==> src/rtl/regfile_writeback_pkg.sv <==
// Shared types for the writeback stage: result-source select, load func3
// encodings and the buffered entry layout.
package rv_wb_pkg;

  // Result source selected by the writeback mux.
  typedef enum logic [1:0] {
    WB_ALU  = 2'b00,
    WB_LOAD = 2'b01,
    WB_PC4  = 2'b10,
    WB_IMM  = 2'b11
  } wb_sel_e;

  // Load width/sign encodings (RV32I func3).
  localparam logic [2:0] F3_LB  = 3'b000;
  localparam logic [2:0] F3_LH  = 3'b001;
  localparam logic [2:0] F3_LW  = 3'b010;
  localparam logic [2:0] F3_LBU = 3'b100;
  localparam logic [2:0] F3_LHU = 3'b101;

  // One buffered result. Non-load sources are resolved to their final value
  // at push time; loads keep the raw memory word and are aligned at pop.
  typedef struct packed {
    logic [4:0]  rd;
    wb_sel_e     wb_sel;
    logic [2:0]  func3;
    logic [1:0]  byte_off;
    logic [31:0] data;
  } wb_entry_t;

  // Pick the 32-bit payload stored for an incoming result.
  function automatic logic [31:0] select_source(
    input wb_sel_e     sel,
    input logic [31:0] alu_result,
    input logic [31:0] mem_rdata,
    input logic [31:0] pc,
    input logic [31:0] imm
  );
    logic [31:0] value;
    case (sel)
      WB_ALU:  value = alu_result;
      WB_LOAD: value = mem_rdata;
      WB_PC4:  value = pc + 32'd4;
      WB_IMM:  value = imm;
      default: value = alu_result;
    endcase
    return value;
  endfunction

endpackage

==> src/rtl/regfile_writeback_load_align.sv <==
// Load data aligner: shifts the raw memory word by the byte offset and
// sign/zero-extends according to func3. Flags misaligned or unsupported loads.
module wb_load_align
  import rv_wb_pkg::*;
(
  input  logic [31:0] rdata,
  input  logic [2:0]  func3,
  input  logic [1:0]  byte_off,
  output logic [31:0] data,
  output logic        misalign
);

  logic [31:0] shifted;

  // Extract and extend the addressed byte/half/word; zero data when flagged.
  always_comb begin
    shifted  = rdata >> {byte_off, 3'b000};
    data     = '0;
    misalign = 1'b0;
    case (func3)
      F3_LB:  data = {{24{shifted[7]}}, shifted[7:0]};
      F3_LBU: data = {24'b0, shifted[7:0]};
      F3_LH: begin
        data     = {{16{shifted[15]}}, shifted[15:0]};
        misalign = (byte_off == 2'd3);
      end
      F3_LHU: begin
        data     = {16'b0, shifted[15:0]};
        misalign = (byte_off == 2'd3);
      end
      F3_LW: begin
        data     = rdata;
        misalign = (byte_off != 2'd0);
      end
      // Reserved encodings are reported the same way as a misaligned access.
      default: misalign = 1'b1;
    endcase
    if (misalign) begin
      data = '0;
    end
  end

endmodule

==> src/rtl/regfile_writeback.sv <==
// Writeback stage: buffers completed results in a small circular FIFO and
// retires one register-file write per cycle, with a retired-instruction count.
module regfile_writeback
  import rv_wb_pkg::*;
#(
  parameter int DEPTH = 2,
  parameter int CNT_W = 32
) (
  input  logic             clk,
  input  logic             reset,
  input  logic             flush,
  input  logic             hold,
  input  logic             in_valid,
  output logic             in_ready,
  input  logic [4:0]       in_rd,
  input  logic [1:0]       in_wb_sel,
  input  logic [2:0]       in_func3,
  input  logic [1:0]       in_byte_off,
  input  logic [31:0]      in_alu_result,
  input  logic [31:0]      in_mem_rdata,
  input  logic [31:0]      in_pc,
  input  logic [31:0]      in_imm,
  output logic             we,
  output logic [4:0]       waddr,
  output logic [31:0]      wd,
  output logic             load_misalign,
  output logic [CNT_W-1:0] retired
);

  localparam int PTR_W    = $clog2(DEPTH);
  localparam int CNT_BITS = PTR_W + 1;
  localparam logic [CNT_BITS-1:0] FULL = CNT_BITS'(DEPTH);

  logic [PTR_W-1:0]    rd_ptr_reg;
  logic [PTR_W-1:0]    wr_ptr_reg;
  logic [CNT_BITS-1:0] count_reg;

  wb_entry_t           slot_mem [DEPTH];
  wb_entry_t           new_entry;
  wb_entry_t           head;
  logic [DEPTH-1:0]    slot_we;

  logic                push;
  logic                pop;

  logic [31:0]         align_data;
  logic                align_mis;
  logic                head_is_load;
  logic                head_mis;
  logic [31:0]         head_wd;

  // Full means no push at all, even if the head leaves in the same cycle.
  assign in_ready = (count_reg != FULL);
  assign push     = in_valid && in_ready && !flush;
  assign pop      = (count_reg != '0) && !hold && !flush;

  // Assemble the entry to store; non-load sources are resolved here.
  always_comb begin
    new_entry          = '0;
    new_entry.rd       = in_rd;
    new_entry.wb_sel   = wb_sel_e'(in_wb_sel);
    new_entry.func3    = in_func3;
    new_entry.byte_off = in_byte_off;
    new_entry.data     = select_source(wb_sel_e'(in_wb_sel), in_alu_result,
                                       in_mem_rdata, in_pc, in_imm);
  end

  // Per-slot write strobes decoded from the tail pointer.
  genvar gi;
  generate
    for (gi = 0; gi < DEPTH; gi++) begin : g_slot_we
      assign slot_we[gi] = push && (wr_ptr_reg == PTR_W'(gi));
    end
  endgenerate

  // Buffer storage; contents need no reset because count gates every read.
  always_ff @(posedge clk) begin
    for (int i = 0; i < DEPTH; i++) begin
      if (slot_we[i]) begin
        slot_mem[i] <= new_entry;
      end
    end
  end

  assign head = slot_mem[rd_ptr_reg];

  wb_load_align u_align (
    .rdata    (head.data),
    .func3    (head.func3),
    .byte_off (head.byte_off),
    .data     (align_data),
    .misalign (align_mis)
  );

  assign head_is_load = (head.wb_sel == WB_LOAD);
  assign head_mis     = head_is_load && align_mis;
  assign head_wd      = head_is_load ? align_data : head.data;

  // Pointer and occupancy tracking; flush empties the buffer outright.
  always_ff @(posedge clk or negedge reset) begin
    if (!reset) begin
      rd_ptr_reg <= '0;
      wr_ptr_reg <= '0;
      count_reg  <= '0;
    end else if (flush) begin
      rd_ptr_reg <= '0;
      wr_ptr_reg <= '0;
      count_reg  <= '0;
    end else begin
      if (push) begin
        wr_ptr_reg <= wr_ptr_reg + PTR_W'(1);
      end
      if (pop) begin
        rd_ptr_reg <= rd_ptr_reg + PTR_W'(1);
      end
      case ({push, pop})
        2'b10:   count_reg <= count_reg + CNT_BITS'(1);
        2'b01:   count_reg <= count_reg - CNT_BITS'(1);
        default: count_reg <= count_reg;
      endcase
    end
  end

  // Register-file write port: loaded from the head on a pop, idle otherwise.
  always_ff @(posedge clk or negedge reset) begin
    if (!reset) begin
      we            <= 1'b0;
      waddr         <= '0;
      wd            <= '0;
      load_misalign <= 1'b0;
    end else if (pop) begin
      // x0 and faulting loads still update address/data but never write.
      we            <= (head.rd != 5'd0) && !head_mis;
      waddr         <= head.rd;
      wd            <= head_wd;
      load_misalign <= head_mis;
    end else begin
      we            <= 1'b0;
      load_misalign <= 1'b0;
    end
  end

  // Retired count includes x0 and misaligned pops; wraps naturally.
  always_ff @(posedge clk or negedge reset) begin
    if (!reset) begin
      retired <= '0;
    end else if (pop) begin
      retired <= retired + CNT_W'(1);
    end
  end

endmodule

==> config.mk <==
export PLATFORM = sky130hd
export DESIGN_NAME = regfile_writeback
export DESIGN_NICKNAME = d
export VERILOG_FILES = /design/src/rtl/regfile_writeback_pkg.sv /design/src/rtl/regfile_writeback_load_align.sv /design/src/rtl/regfile_writeback.sv
export SDC_FILE = /design/constraint.sdc
export NUM_CORES = 1
export LEC_CHECK = 0
export CORE_UTILIZATION = 30
export CTS_BUF_LIST = sky130_fd_sc_hd__clkbuf_4 sky130_fd_sc_hd__clkbuf_8
export DETAILED_ROUTE_END_ITERATION = 12
export HOLD_SLACK_MARGIN = 0.15
export PLACE_DENSITY = 0.57
export SLEW_MARGIN = 20
export SYNTH_ARGS = -nofsm -noshare
export SYNTH_HDL_FRONTEND = slang
export SYNTH_SLANG_ARGS = --single-unit
==> constraint.sdc <==
create_clock -name clk -period 6 [get_ports clk]
set_input_delay 1.8 -clock clk [delete_from_list [all_inputs] [get_ports clk]]
set_output_delay 1.8 -clock clk [all_outputs]
set_load 0.005 [all_outputs]
Yosys cells after proc, flatten, opt, wreduce, memory -nomap -nowiden --
Memories as Yosys holds them, arrays and structs flattened. Index checks and enable logic that the tools add are counted. W data, S select, Z words.
Storage, ports and cells: output and inout port bits 72, input bits 145, memories 1, flip-flop bits (word level) 75, bits in writable memories 88, word-level logic and storage cells 71
Memories:
- slot_mem | words 2, width 44, rd ports 1, clocked after Yosys merged registers in 0, wr ports 1, RTL line regfile_writeback.sv:38 | wb_entry_t slot_mem [DEPTH];
Cells by class: bitwise operators 1, shift-type cells 1, add/sub/neg operators 6, equality and inequality tests 12, reduce and logical (&&, ||, !) cells 22, muxes and demuxes 20
Operators by type and width (count):
- $pmux W32 S5 | 1
- $pmux W32 S4 | 1
- $mux W32 | 2
- $mux W44 | 1
- $reduce_or A44 Y1 | 1
- $add A32 B1 Y32 const B | 1
- $add A32 B3 Y32 const B | 1
- $shr A32 B5 Y16 | 1
- $mux W1 | 12
- $eq A2 B2 Y1 const B | 4
- $logic_and A1 B1 Y1 | 8
- $reduce_bool A2 Y1 | 4
- $eq A2 B1 Y1 const B | 3
- $eq A3 B3 Y1 const B | 2
- $reduce_bool A5 Y1 | 1
- $pmux W2 S2 | 1
- $reduce_or A2 Y1 | 2
- $eq A3 B1 Y1 const B | 1
- $eq A3 B2 Y1 const B | 1
- $logic_not A1 Y1 | 3
- $logic_not A3 Y1 | 1
- $pmux W1 S3 | 1
- $reduce_bool A3 Y1 | 1
- $add A1 B1 Y1 const B | 2
- other kinds (6) | 6

Depth between registers and ports, before layout --
depth in word-level cells 8, gate-level depth with buffers 9, mapped depth without buffers 6

By module --
Synthesis repeated with hierarchy kept, for this count alone.
Unflattened totals: cells, all modules 710, area total of the unflattened synthesis 8722.1 µm²
By module, submodules not included:
- regfile_writeback | instances 1, cells each 612, area each 7903.8 µm², seq. area each 4519.3 µm²
- wb_load_align | instances 1, cells each 98, area each 818.3 µm², seq. area each 0.0 µm²

Least setup slack after synthesis --
Ideal clock, no wire load.
path kind input-to-reg, from in flush, to mem slot_mem[1][0] in the netlist's numbering (enable), setup time 0.509 ns, path slack 0.229 ns, data arrival time 5.262 ns, required time 5.491 ns, path buffers 1, stages 2, path through clkbuf_1 nor3b_1
On the way: word-level cells in the longest chain between the ends 7, elaborated cells between the ends (all ways) 11, those cells by class 6 x mux; 5 x reduce/logical
Ends and longest elaborated chain:
- start, declared | RTL line regfile_writeback.sv:11 | input logic flush,
- $logic_not A1 Y1 * | RTL line regfile_writeback.sv:54 | assign push = in_valid && in_ready && !flush;
- $logic_and A1 B1 Y1 * | RTL line regfile_writeback.sv:54
- $logic_and A1 B1 Y1 * | RTL line regfile_writeback.sv:72 | assign slot_we[gi] = push && (wr_ptr_reg == PTR_W'(gi));
- net slot_we[1] | RTL line regfile_writeback.sv:41 | logic [DEPTH-1:0] slot_we;
- $mux W1 * | RTL line regfile_writeback.sv:79 | if (slot_we[i]) begin
- $mux W1 (implied by the code) * | RTL line regfile_writeback.sv:80 | slot_mem[i] <= new_entry;
- $reduce_or A44 Y1 (no line)
- $mux W1 (no line)
- end, declared | RTL line regfile_writeback.sv:38
Mark *: on every way through the listed nets, which the timed path passes. The rest lies on a longest branch.

==> results.json <==
{
  "antenna_cells": 0,
  "first_pass_iters": 6,
  "status": "complete, no violations",
  "ys_types": 68,
  "final_util": 0.413,
  "antenna_found_initial": 1,
  "worstPathCellList": "clkdlybuf4s50_1, ha_1, and4_1, nor3b_2, nand4_1, xnor2_1, mux4_2",
  "worstMarginPinSlew_ns": 0.951,
  "finalSetupViolations": 0,
  "ys_warn_count": 0,
  "routed_wl_um": 24100,
  "drv_slew": 0,
  "layout_common_cells": "clkdlybuf4s50_1, edfxtp_1, dfrtp_1",
  "top_regs": "slot_mem: 88 flops, retired: 32 flops, wd: 32 flops",
  "num_rows": 61,
  "period_needed_ns": 4.13,
  "end_kind": "register",
  "numCtsBuffers": 17,
  "numPortBuffers": 216,
  "fp.dieH_um": 171,
  "dieArea_mm2": 0.0294,
  "critical-path-top-delay-family": "simple AND/OR/NAND/NOR gates",
  "routedWlPerCell_um": 18.2,
  "power_leakage_nw": 4.28,
  "maxCapViolCount": 0,
  "final_area_mm2": 0.0116,
  "met2_wirelength_um": 11400,
  "largest_reg_flops": 88,
  "path_clk_slew_ns": 0.10,
  "async_reset_ff_frac": 0.460,
  "synth-seq-area-share": 0.525,
  "fmax_mhz": 242,
  "met1_length_um": 10500,
  "critPathLaunchType": "primary input",
  "place.gp.congestion": 0.869,
  "cts_max_level": 4,
  "ys_ff_latch": 163,
  "irDropWorstVdd_v": 0.000148,
  "power-per-cell-area_mw_per_mm2": 249,
  "dp_hpwl_um": 18400,
  "highest_layer": "met5",
  "grtUsageTotal": 0.170,
  "slew_headroom": 0.353,
  "slowest_delay_ns": 0.59,
  "grt_pass1_vias": 6544,
  "ctsHoldBuffers": 0,
  "start_util": 0.307,
  "drtIter0Drc": 341,
  "route.met3.wl_um": 1660,
  "cts-root-buf": "clkbuf_8",
  "rsz0062_at_grt": "false",
  "synth_area_mm2": 0.00861,
  "gr-total-overflow": 0,
  "r2r-start": "rd_ptr_reg",
  "path_class": "primary input to register",
  "startpoint": "in_pc[2]",
  "drive_gt1_frac": 0.136,
  "tns_ns": 0,
  "worstPathArrival_ns": 4.35,
  "ys.flop_type": "edfxtp_1",
  "vias_per_cell": 4.95,
  "num_vias": 6567,
  "clock-sinks": 163,
  "syn2layout_area_growth_pct": 34.5,
  "synth_edf_count": 88,
  "clk_latency_ns": 0.47,
  "syn_nets": 874,
  "nNetsFinal": 1083,
  "ios": 217,
  "regMostFlops": "slot_mem",
  "cts.repair.resized": 0,
  "worst_slack_ns": 1.87,
  "critPathRequiredTime_ns": 6.21,
  "dpl-instance-area_mm2": 0.0111,
  "grt_pass1_wl_um": 37500,
  "hp-class": "register to register",
  "core_area_mm2": 0.0280,
  "grt_start_max_net_pins": 76,
  "post-cts-setup-buffers": 0,
  "drc": 0,
  "place_ws_ns": 1.36,
  "syn_inst": 727,
  "cts_tree": "done",
  "critPathBufInv": 1,
  "cp_max_fo": 9,
  "synth.avg_cell_area_um2": 11.8,
  "hold_violations": 0,
  "cpMaxStageDelayCell": "clkdlybuf4s50_1",
  "fin_crit_sh": 0.689,
  "n_fill_cell": 2709,
  "dieWidth_um": 171,
  "holdCritStartpoint": "retired[31]",
  "cts_buffer_depth": 2,
  "mostFrequentLayoutCell": "clkdlybuf4s50_1",
  "ant_nets": 0,
  "skew_ns": 0.0219
}
-- per-stage QoR --
step                      hold WS, ns  total power, W  std cells
after floorplan                 0.465         0.00167        727
after global placement          0.459         0.00206       1294
after detailed placement        0.471         0.00207       1294
after CTS                       0.490         0.00292       1326
after global routing            0.511         0.00303       1327
final                           0.479         0.00288       1327
-- Yosys cell counts, drive strengths merged (8+ instances only) --
cell	n	area, um^2
edfxtp	88	2640
dfrtp	75	1880
nand2	73	274
nor2	69	259
a21oi	37	189
xnor2	32	280
mux2	30	338
o21ai	28	151
mux2i	27	287
nor3	27	171
xor2	26	228
buf	23	140
mux4	23	518
a22oi	22	165
nand3	22	110
o22ai	17	106
clkbuf	12	45.0
nand4	12	81.3
inv	10	37.5
and3	9	56.3
and4	8	70.1
-- layout make-up --
class	instances	area, um^2	share of cell area
Tap cell	378	473	0.0408
Inverter	10	37.5	0.00324
Multi-Input combinational cell	519	3880	0.335
Clock inverter	15	198	0.0171
Sequential cell	163	4520	0.390
Timing Repair Buffer	225	2240	0.193
Clock buffer	17	234	0.0202
-- where the power goes --
part           switching (W)  internal, W
clock network       0.000482     0.000363
logic               0.000291     0.000364
registers          0.0000777      0.00130
-- routing by layer --
metal  GRT usage  vias to the layer above
li1            -                     3136
met4      0.0578                        2
met1       0.218                     3146
met2       0.275                      251
met3      0.0458                       32
met5           0                        -
-- worst paths after layout --
| kind | end | slack [ns] | cells past startpoint |
|---|---|---|---|
| max reg2reg | wd[1] | 2.83 | 6 |
| min in group asynchronous | retired[19] | 1.23 | 1 |
| max | slot_mem[1][24] | 1.87 | 7 |
| min | retired[31] | 0.48 | 1 |
| min reg2reg | retired[31] | 0.48 | 1 |
| max in group asynchronous | wd[4] | 4.19 | 2 |
-- cells by family after synthesis --
group                      after synthesis  synth area share
and+or+nand+nor                        251             0.151
AOI/OAI and AO/OA                      128             0.104
adders and majority gates                2           0.00290
muxes                                   80             0.133
buffers and inverters                   45            0.0259
xor gates and xnor gates                58            0.0590
DFF                                    163             0.525
Power figures use the tool's default switching activity.
